$ cat src/rtl/reg_wb_unit_pkg.sv
// Shared definitions for the register write-back unit.
//  - default data/index widths and queue depth
//  - scope encoding used on res_scope / wr_scope
//  - helper that tells whether a pending write can be forwarded to decode
package reg_wb_unit_pkg;

    localparam int unsigned DATA_W_DEF = 32;
    localparam int unsigned IDX_W_DEF  = 5;
    localparam int unsigned DEPTH_DEF  = 2;
    localparam int unsigned SCOPE_W    = 2;

    typedef enum logic [SCOPE_W-1:0] {
        SCOPE_NONE = 2'd0,
        SCOPE_BYTE = 2'd1,
        SCOPE_HALF = 2'd2,
        SCOPE_WORD = 2'd3
    } scope_e;

    // Only full-word writes carry the complete register value.
    function automatic logic scope_fwd_ok(input logic [SCOPE_W-1:0] scope);
        return scope == SCOPE_WORD;
    endfunction

endpackage

$ cat src/rtl/reg_wb_unit_fifo.sv
// In-order queue of pending register writes.
//  Ports:
//   clk, rst_n                 clock, async active-low reset
//   push, pop, flush           enqueue input entry / drop head / clear all (flush wins)
//   in_index/in_data/in_scope  entry written on push
//   count                      registered occupancy
//   head_*_c                   oldest entry (valid when count != 0)
//   age_*_c                    every slot in age order, slot 0 oldest, age_valid_c marks occupied
//  Macro REG_WB_FWD_EN: also exposes per-slot data and scope for forwarding.
module reg_wb_unit_fifo
    import reg_wb_unit_pkg::*;
#(
    parameter int unsigned DATA_W = DATA_W_DEF,
    parameter int unsigned IDX_W  = IDX_W_DEF,
    parameter int unsigned DEPTH  = DEPTH_DEF,
    localparam int unsigned CNT_W = $clog2(DEPTH + 1)
) (
    input  logic                              clk,
    input  logic                              rst_n,
    input  logic                              push,
    input  logic                              pop,
    input  logic                              flush,
    input  logic [IDX_W-1:0]                  in_index,
    input  logic [DATA_W-1:0]                 in_data,
    input  logic [SCOPE_W-1:0]                in_scope,
    output logic [CNT_W-1:0]                  count,
    output logic [IDX_W-1:0]                  head_index_c,
    output logic [DATA_W-1:0]                 head_data_c,
    output logic [SCOPE_W-1:0]                head_scope_c,
    output logic [DEPTH-1:0]                  age_valid_c,
`ifdef REG_WB_FWD_EN
    output logic [DEPTH-1:0][DATA_W-1:0]      age_data_c,
    output logic [DEPTH-1:0][SCOPE_W-1:0]     age_scope_c,
`endif
    output logic [DEPTH-1:0][IDX_W-1:0]       age_index_c
);

    localparam int unsigned PTR_W = $clog2(DEPTH);

    logic [IDX_W-1:0]   mem_index [DEPTH];
    logic [DATA_W-1:0]  mem_data  [DEPTH];
    logic [SCOPE_W-1:0] mem_scope [DEPTH];
    logic [PTR_W-1:0]   wr_ptr;
    logic [PTR_W-1:0]   rd_ptr;

    // Pointers and occupancy; DEPTH is a power of two so pointers wrap naturally.
    always_ff @(posedge clk or negedge rst_n) begin
        if (!rst_n) begin
            wr_ptr <= '0;
            rd_ptr <= '0;
            count  <= '0;
        end else if (flush) begin
            wr_ptr <= '0;
            rd_ptr <= '0;
            count  <= '0;
        end else begin
            if (push) wr_ptr <= wr_ptr + PTR_W'(1);
            if (pop)  rd_ptr <= rd_ptr + PTR_W'(1);
            if (push && !pop)      count <= count + CNT_W'(1);
            else if (pop && !push) count <= count - CNT_W'(1);
        end
    end

    // Storage needs no reset: slots are only observed while marked valid.
    always_ff @(posedge clk) begin
        if (push && !flush) begin
            mem_index[wr_ptr] <= in_index;
            mem_data[wr_ptr]  <= in_data;
            mem_scope[wr_ptr] <= in_scope;
        end
    end

    always_comb begin
        head_index_c = mem_index[rd_ptr];
        head_data_c  = mem_data[rd_ptr];
        head_scope_c = mem_scope[rd_ptr];
    end

    // Slots rotated into age order for the forwarding search.
    always_comb begin
        age_valid_c = '0;
        age_index_c = '0;
`ifdef REG_WB_FWD_EN
        age_data_c  = '0;
        age_scope_c = '0;
`endif
        for (int unsigned i = 0; i < DEPTH; i++) begin
            age_valid_c[i] = CNT_W'(i) < count;
            age_index_c[i] = mem_index[rd_ptr + PTR_W'(i)];
`ifdef REG_WB_FWD_EN
            age_data_c[i]  = mem_data[rd_ptr + PTR_W'(i)];
            age_scope_c[i] = mem_scope[rd_ptr + PTR_W'(i)];
`endif
        end
    end

endmodule

$ cat src/rtl/reg_wb_unit.sv
// Write-back requester for reg_file: queues EX/MEM results in order and drives
// one register-file write per cycle, reporting pending writes to decode.
//  Ports:
//   clk, rst_n                         clock, async active-low reset
//   res_valid/res_ready                result handshake (res_ready = queue not full)
//   res_index/res_data/res_scope       result; scope 0 is accepted and dropped
//   flush                              discard queued and staged writes
//   wr_hold                            write port lent elsewhere, hold output stage
//   reg_w_index/wr_data/we/wr_scope    registered reg_file write port
//   pend                               any write queued or staged
//   fwd_index                          operand index read by decode
//   fwd_hit/fwd_data/fwd_busy          combinational forwarding / stall result
//  Macro REG_WB_FWD_EN: word-scope pending writes are forwarded; without it
//  every pending match reports fwd_busy.
module reg_wb_unit
    import reg_wb_unit_pkg::*;
#(
    parameter int unsigned DATA_W = DATA_W_DEF,
    parameter int unsigned IDX_W  = IDX_W_DEF,
    parameter int unsigned DEPTH  = DEPTH_DEF
) (
    input  logic                clk,
    input  logic                rst_n,
    input  logic                res_valid,
    output logic                res_ready,
    input  logic [IDX_W-1:0]    res_index,
    input  logic [DATA_W-1:0]   res_data,
    input  logic [SCOPE_W-1:0]  res_scope,
    input  logic                flush,
    input  logic                wr_hold,
    output logic [IDX_W-1:0]    reg_w_index,
    output logic [DATA_W-1:0]   wr_data,
    output logic                we,
    output logic [SCOPE_W-1:0]  wr_scope,
    output logic                pend,
    input  logic [IDX_W-1:0]    fwd_index,
    output logic                fwd_hit,
    output logic [DATA_W-1:0]   fwd_data,
    output logic                fwd_busy
);

    localparam int unsigned CNT_W = $clog2(DEPTH + 1);

    logic [CNT_W-1:0]               q_count;
    logic [IDX_W-1:0]               head_index_c;
    logic [DATA_W-1:0]              head_data_c;
    logic [SCOPE_W-1:0]             head_scope_c;
    logic [DEPTH-1:0]               age_valid_c;
    logic [DEPTH-1:0][IDX_W-1:0]    age_index_c;
`ifdef REG_WB_FWD_EN
    logic [DEPTH-1:0][DATA_W-1:0]   age_data_c;
    logic [DEPTH-1:0][SCOPE_W-1:0]  age_scope_c;
`endif

    logic accept_c;
    logic push_any_c;
    logic load_c;
    logic q_empty_c;
    logic bypass_c;
    logic fifo_push_c;
    logic fifo_pop_c;
    logic fwd_found_c;

    // Handshake and stage-load decisions for this cycle.
    always_comb begin
        res_ready   = q_count != CNT_W'(DEPTH);
        pend        = (q_count != '0) | we;
        accept_c    = res_valid && res_ready && !flush;
        push_any_c  = accept_c && (res_scope != SCOPE_NONE);
        load_c      = !we || !wr_hold;
        q_empty_c   = q_count == '0;
        // An empty queue lets a new result go straight into a free output stage.
        bypass_c    = load_c && q_empty_c && push_any_c;
        fifo_push_c = push_any_c && !bypass_c;
        fifo_pop_c  = load_c && !q_empty_c && !flush;
    end

    reg_wb_unit_fifo #(
        .DATA_W (DATA_W),
        .IDX_W  (IDX_W),
        .DEPTH  (DEPTH)
    ) u_fifo (
        .clk          (clk),
        .rst_n        (rst_n),
        .push         (fifo_push_c),
        .pop          (fifo_pop_c),
        .flush        (flush),
        .in_index     (res_index),
        .in_data      (res_data),
        .in_scope     (res_scope),
        .count        (q_count),
        .head_index_c (head_index_c),
        .head_data_c  (head_data_c),
        .head_scope_c (head_scope_c),
        .age_valid_c  (age_valid_c),
`ifdef REG_WB_FWD_EN
        .age_data_c   (age_data_c),
        .age_scope_c  (age_scope_c),
`endif
        .age_index_c  (age_index_c)
    );

    // Output stage: queue head has priority over a bypassing result to keep order.
    always_ff @(posedge clk or negedge rst_n) begin
        if (!rst_n) begin
            we          <= 1'b0;
            reg_w_index <= '0;
            wr_data     <= '0;
            wr_scope    <= '0;
        end else if (flush) begin
            we          <= 1'b0;
            reg_w_index <= '0;
            wr_data     <= '0;
            wr_scope    <= '0;
        end else if (load_c) begin
            if (!q_empty_c) begin
                we          <= 1'b1;
                reg_w_index <= head_index_c;
                wr_data     <= head_data_c;
                wr_scope    <= head_scope_c;
            end else if (push_any_c) begin
                we          <= 1'b1;
                reg_w_index <= res_index;
                wr_data     <= res_data;
                wr_scope    <= res_scope;
            end else begin
                we          <= 1'b0;
            end
        end
    end

`ifdef REG_WB_FWD_EN
    // Youngest matching write decides; the output stage is the oldest entry.
    always_comb begin
        fwd_hit     = 1'b0;
        fwd_data    = '0;
        fwd_busy    = 1'b0;
        fwd_found_c = 1'b0;
        for (int i = int'(DEPTH) - 1; i >= 0; i--) begin
            if (!fwd_found_c && age_valid_c[i] && (age_index_c[i] == fwd_index)) begin
                fwd_found_c = 1'b1;
                if (scope_fwd_ok(age_scope_c[i])) begin
                    fwd_hit  = 1'b1;
                    fwd_data = age_data_c[i];
                end else begin
                    fwd_busy = 1'b1;
                end
            end
        end
        if (!fwd_found_c && we && (reg_w_index == fwd_index)) begin
            fwd_found_c = 1'b1;
            if (scope_fwd_ok(wr_scope)) begin
                fwd_hit  = 1'b1;
                fwd_data = wr_data;
            end else begin
                fwd_busy = 1'b1;
            end
        end
    end
`else
    // No forwarding path: any pending write to the operand stalls decode.
    always_comb begin
        fwd_hit     = 1'b0;
        fwd_data    = '0;
        fwd_found_c = we && (reg_w_index == fwd_index);
        for (int i = 0; i < int'(DEPTH); i++) begin
            if (age_valid_c[i] && (age_index_c[i] == fwd_index)) fwd_found_c = 1'b1;
        end
        fwd_busy    = fwd_found_c;
    end
`endif

endmodule

$ cat config.mk
export PLATFORM = sky130hd
export DESIGN_NAME = reg_wb_unit
export DESIGN_NICKNAME = d
export VERILOG_FILES = /design/src/rtl/reg_wb_unit_pkg.sv /design/src/rtl/reg_wb_unit_fifo.sv /design/src/rtl/reg_wb_unit.sv
export SDC_FILE = /design/constraint.sdc
export NUM_CORES = 1
export LEC_CHECK = 0
export CORE_MARGIN = 2
export CORE_UTILIZATION = 50
export CTS_CLUSTER_DIAMETER = 40
export CTS_CLUSTER_SIZE = 30
export DETAILED_ROUTE_END_ITERATION = 8
export MAX_ROUTING_LAYER = met4
export PLACE_DENSITY = 0.8
export SETUP_SLACK_MARGIN = 0.15
export SYNTH_ARGS = -nofsm -noshare
export SYNTH_HDL_FRONTEND = slang
export SYNTH_SLANG_ARGS = --single-unit
$ cat constraint.sdc
create_clock -name clk -period 5.6 [get_ports clk]
set_clock_uncertainty 0.1 [all_clocks]
set_input_delay 1.4 -clock clk [delete_from_list [all_inputs] [get_ports clk]]
set_output_delay 1.4 -clock clk [all_outputs]
set_load 0.02 [all_outputs]
==> reports/qor.txt <==
Layout area overhead -> 26.24%
largest stage delay on the critical path -> 0.60 ns
Synth cell types -> 30
# nets final -> 575
initial antenna violation count -> 0
TritonCTS clock tree -> built
sequential share of the synthesized area -> 63.45%
post-CTS setup buffers -> 0
Worst-Margin Slew -> 1.081 ns
FMAX -> 201.8 MHz
Clk Latency, worst-skew pair -> 0.51 ns
Crit Path Class -> in2out
crit path cell chain -> clkdlybuf4s50_1 -> xor2_1 -> nand4_1 -> or4_1 -> nand3_1 -> clkdlybuf4s50_1
number of diodes -> 0
Final ANT Viol Nets -> 0
Routed WL -> 11200 um
unrepaired setup endpoints after global routing -> false
worst hold slack -> 0.3795 ns
DR iter-0 viols -> 217
Clock Sink Count -> 122
CP max stage cell -> clkdlybuf4s50_1
Avg Inst Size Synth -> 12.45 um^2
RD Place Congestion -> 0.7686
TritonCTS buffer count -> 17
PD cells -> 524.0 nW/um^2
H-tree depth -> 4
cell area after synthesis -> 5426 um^2
Initial Utilization -> 50.73%
most frequent cells in the layout -> clkdlybuf4s50_1, edfxtp_1, mux2i_1, nor2_1, dfrtp_1
Post-synth ARST share -> 36.07%
#FFs+latches synth -> 122
drt pass-1 iters -> 4
Hold-fix buffers, CTS -> 0
DRC Markers -> 0
CP required -> 4.10 ns
clock-pin slew on the worst setup and hold paths -> 0.05 ns
cell mode on critical path -> clkdlybuf4s50_1
final worst setup slack -> 0.6457 ns
height of the die -> 108.2 um
Die X -> 108.2 um
Synth warnings -> 0
VDD IR max -> 0.0002667 V
vias in the first global route -> 3451
Ports -> 125
Place WS -> 0.6602 ns
clock root buffer -> clkbuf_8
Tot GR Track Use -> 20.50%
number of synthesized flops with an enable pin -> 78
status -> finished clean
CTS max path bufs -> 2
first-pass GRT wire length -> 17480 um
final worst path period need -> 4.954 ns
Final Max Tran Viols -> 0
critical-path maximum fanout -> 3
vias per std cell -> 5.160
num rows -> 38
WL/cell -> 16.57 um
PortBufs -> 91
core area -> 10700 um^2
fin area -> 6850 um^2
layout cell share with drive strength beyond 1 -> 7.090%
Detailed Place HPWL -> 6949 um
Post-Syn Instances -> 436
commonest non-fill, non-tap cell in the layout -> clkdlybuf4s50_1
CTS resizes -> 0
maxcap violations -> 0
TNS Setup -> 0 ns
data arrival time at the worst-slack endpoint -> 3.45 ns
grt ovf -> 0
fin crit share -> 88.47%
P_leak -> 2.558 nW
Hold Fails Final Rpt -> 0
max_slew headroom -> 27.92%
setup violators final -> 0
fillers -> 837
Tot Pwr -> 0.003590 W
Die ar. -> 11700 um^2
Hold WC Path Type -> reg2reg
pin count of the biggest net entering global routing -> 63
Post-synth top flop -> edfxtp_1
Crit. End Element -> output port
placed cell area -> 6309 um^2
Critical Path Source Type -> input pin
DR vias -> 3488
[flip-flops by register name (all words and copies together), names as in the netlist]
signal / flops
u_fifo.mem_scope: 4
u_fifo.mem_data: 64
u_fifo.count: 2
reg_w_index: 5
wr_scope: 2
we: 1
u_fifo.rd_ptr: 1
u_fifo.mem_index: 10
u_fifo.wr_ptr: 1
wr_data: 32
[metrics by stage]
stage	instances	utilization, %
2_1_floorplan	468	-
3_3_place_gp	644	58.97
3_5_place_dp	644	58.97
4_1_cts	676	64.04
5_1_grt	676	64.04
6_report	676	64.04
[area by class of cell]
cell class | count | area (um^2) | share of cell area, %
clock inverter | 2 | 8.758 | 0.1279
timing repair buffer | 96 | 938.4 | 13.70
tap | 140 | 175.2 | 2.557
inverter | 4 | 15.01 | 0.2192
clock buffer | 30 | 533.0 | 7.781
sequential | 122 | 3445 | 50.28
multi-input combinational | 282 | 1735 | 25.33
[logic make-up (layout without fill, tap and decap cells)]
kind of cell | count (synthesis) | after routing | synth area share (%)
other | 1 | 33 | 0.06911
AND/OR/NAND/NOR | 96 | 96 | 7.240
multiplexers | 46 | 46 | 8.485
XOR/XNOR | 18 | 18 | 2.905
AO/OA/AOI/OAI | 86 | 86 | 9.892
adder cells (fa/ha/maj) | 3 | 3 | 0.6918
buffers and inverters | 64 | 132 | 7.263
flip-flops | 122 | 122 | 63.45
[per-layer routing]
layer | global-route usage (%) | wire, um
met4 | 7.326 | 156
met2 | 32.12 | 5603
met3 | 5.606 | 535
met1 | 25.80 | 4903
met5 | - | 0
[final timing paths]
kind	slack [ns]	cells past startpoint	from	end
worst min-delay path	0.38	2	wr_data[10]$_DFFE_PN0P_	wr_data[10]$_DFFE_PN0P_
min in group asynchronous	0.99	1	rst_n	wr_data[2]$_DFFE_PN0P_
max in group asynchronous	3.66	1	rst_n	u_fifo.rd_ptr$_DFFE_PN0P_
worst max register to register	2.02	8	u_fifo.count[1]$_DFFE_PN0P_	wr_data[7]$_DFFE_PN0P_
worst max-delay path	0.65	6	fwd_index[1]	fwd_busy
worst min register to register	0.38	2	wr_data[10]$_DFFE_PN0P_	wr_data[10]$_DFFE_PN0P_
[synth_stat cells (2+ instances only)]
master	number	area [um^2]
a211oi_1	2	15.01
a21oi_1	42	210.2
buf_2	3	15.01
buf_4	36	270.3
buf_6	2	22.52
clkbuf_1	18	67.56
dfrtp_1	44	1101
edfxtp_1	78	2342
ha_1	3	37.54
inv_1	4	15.01
mux2i_1	46	460.4
nand2_1	40	150.1
nand2b_1	2	12.51
nand3_1	2	10.01
nand4_1	2	12.51
nor2_1	44	165.2
o31ai_1	39	292.8
xnor2_1	6	52.55
xor2_1	12	105.1
[power breakdown]
group / internal, W / switching, W / leakage (nW) / total, W
Sequential: 0.00115 / 0.000125 / 1.28 / 0.00127
Clock: 0.000624 / 0.000351 / 0.267 / 0.000975
Combinational: 0.000565 / 0.000776 / 1.01 / 0.00134
[critical path, delay by kind of cell]
| family | cells | cell delay [ns] |
|---|---|---|
| buffers and inverters | 2 | 1.17 |
| AND/OR/NAND/NOR | 3 | 0.70 |
| XOR/XNOR | 1 | 0.18 |
Power figures use the tool's default switching activity.
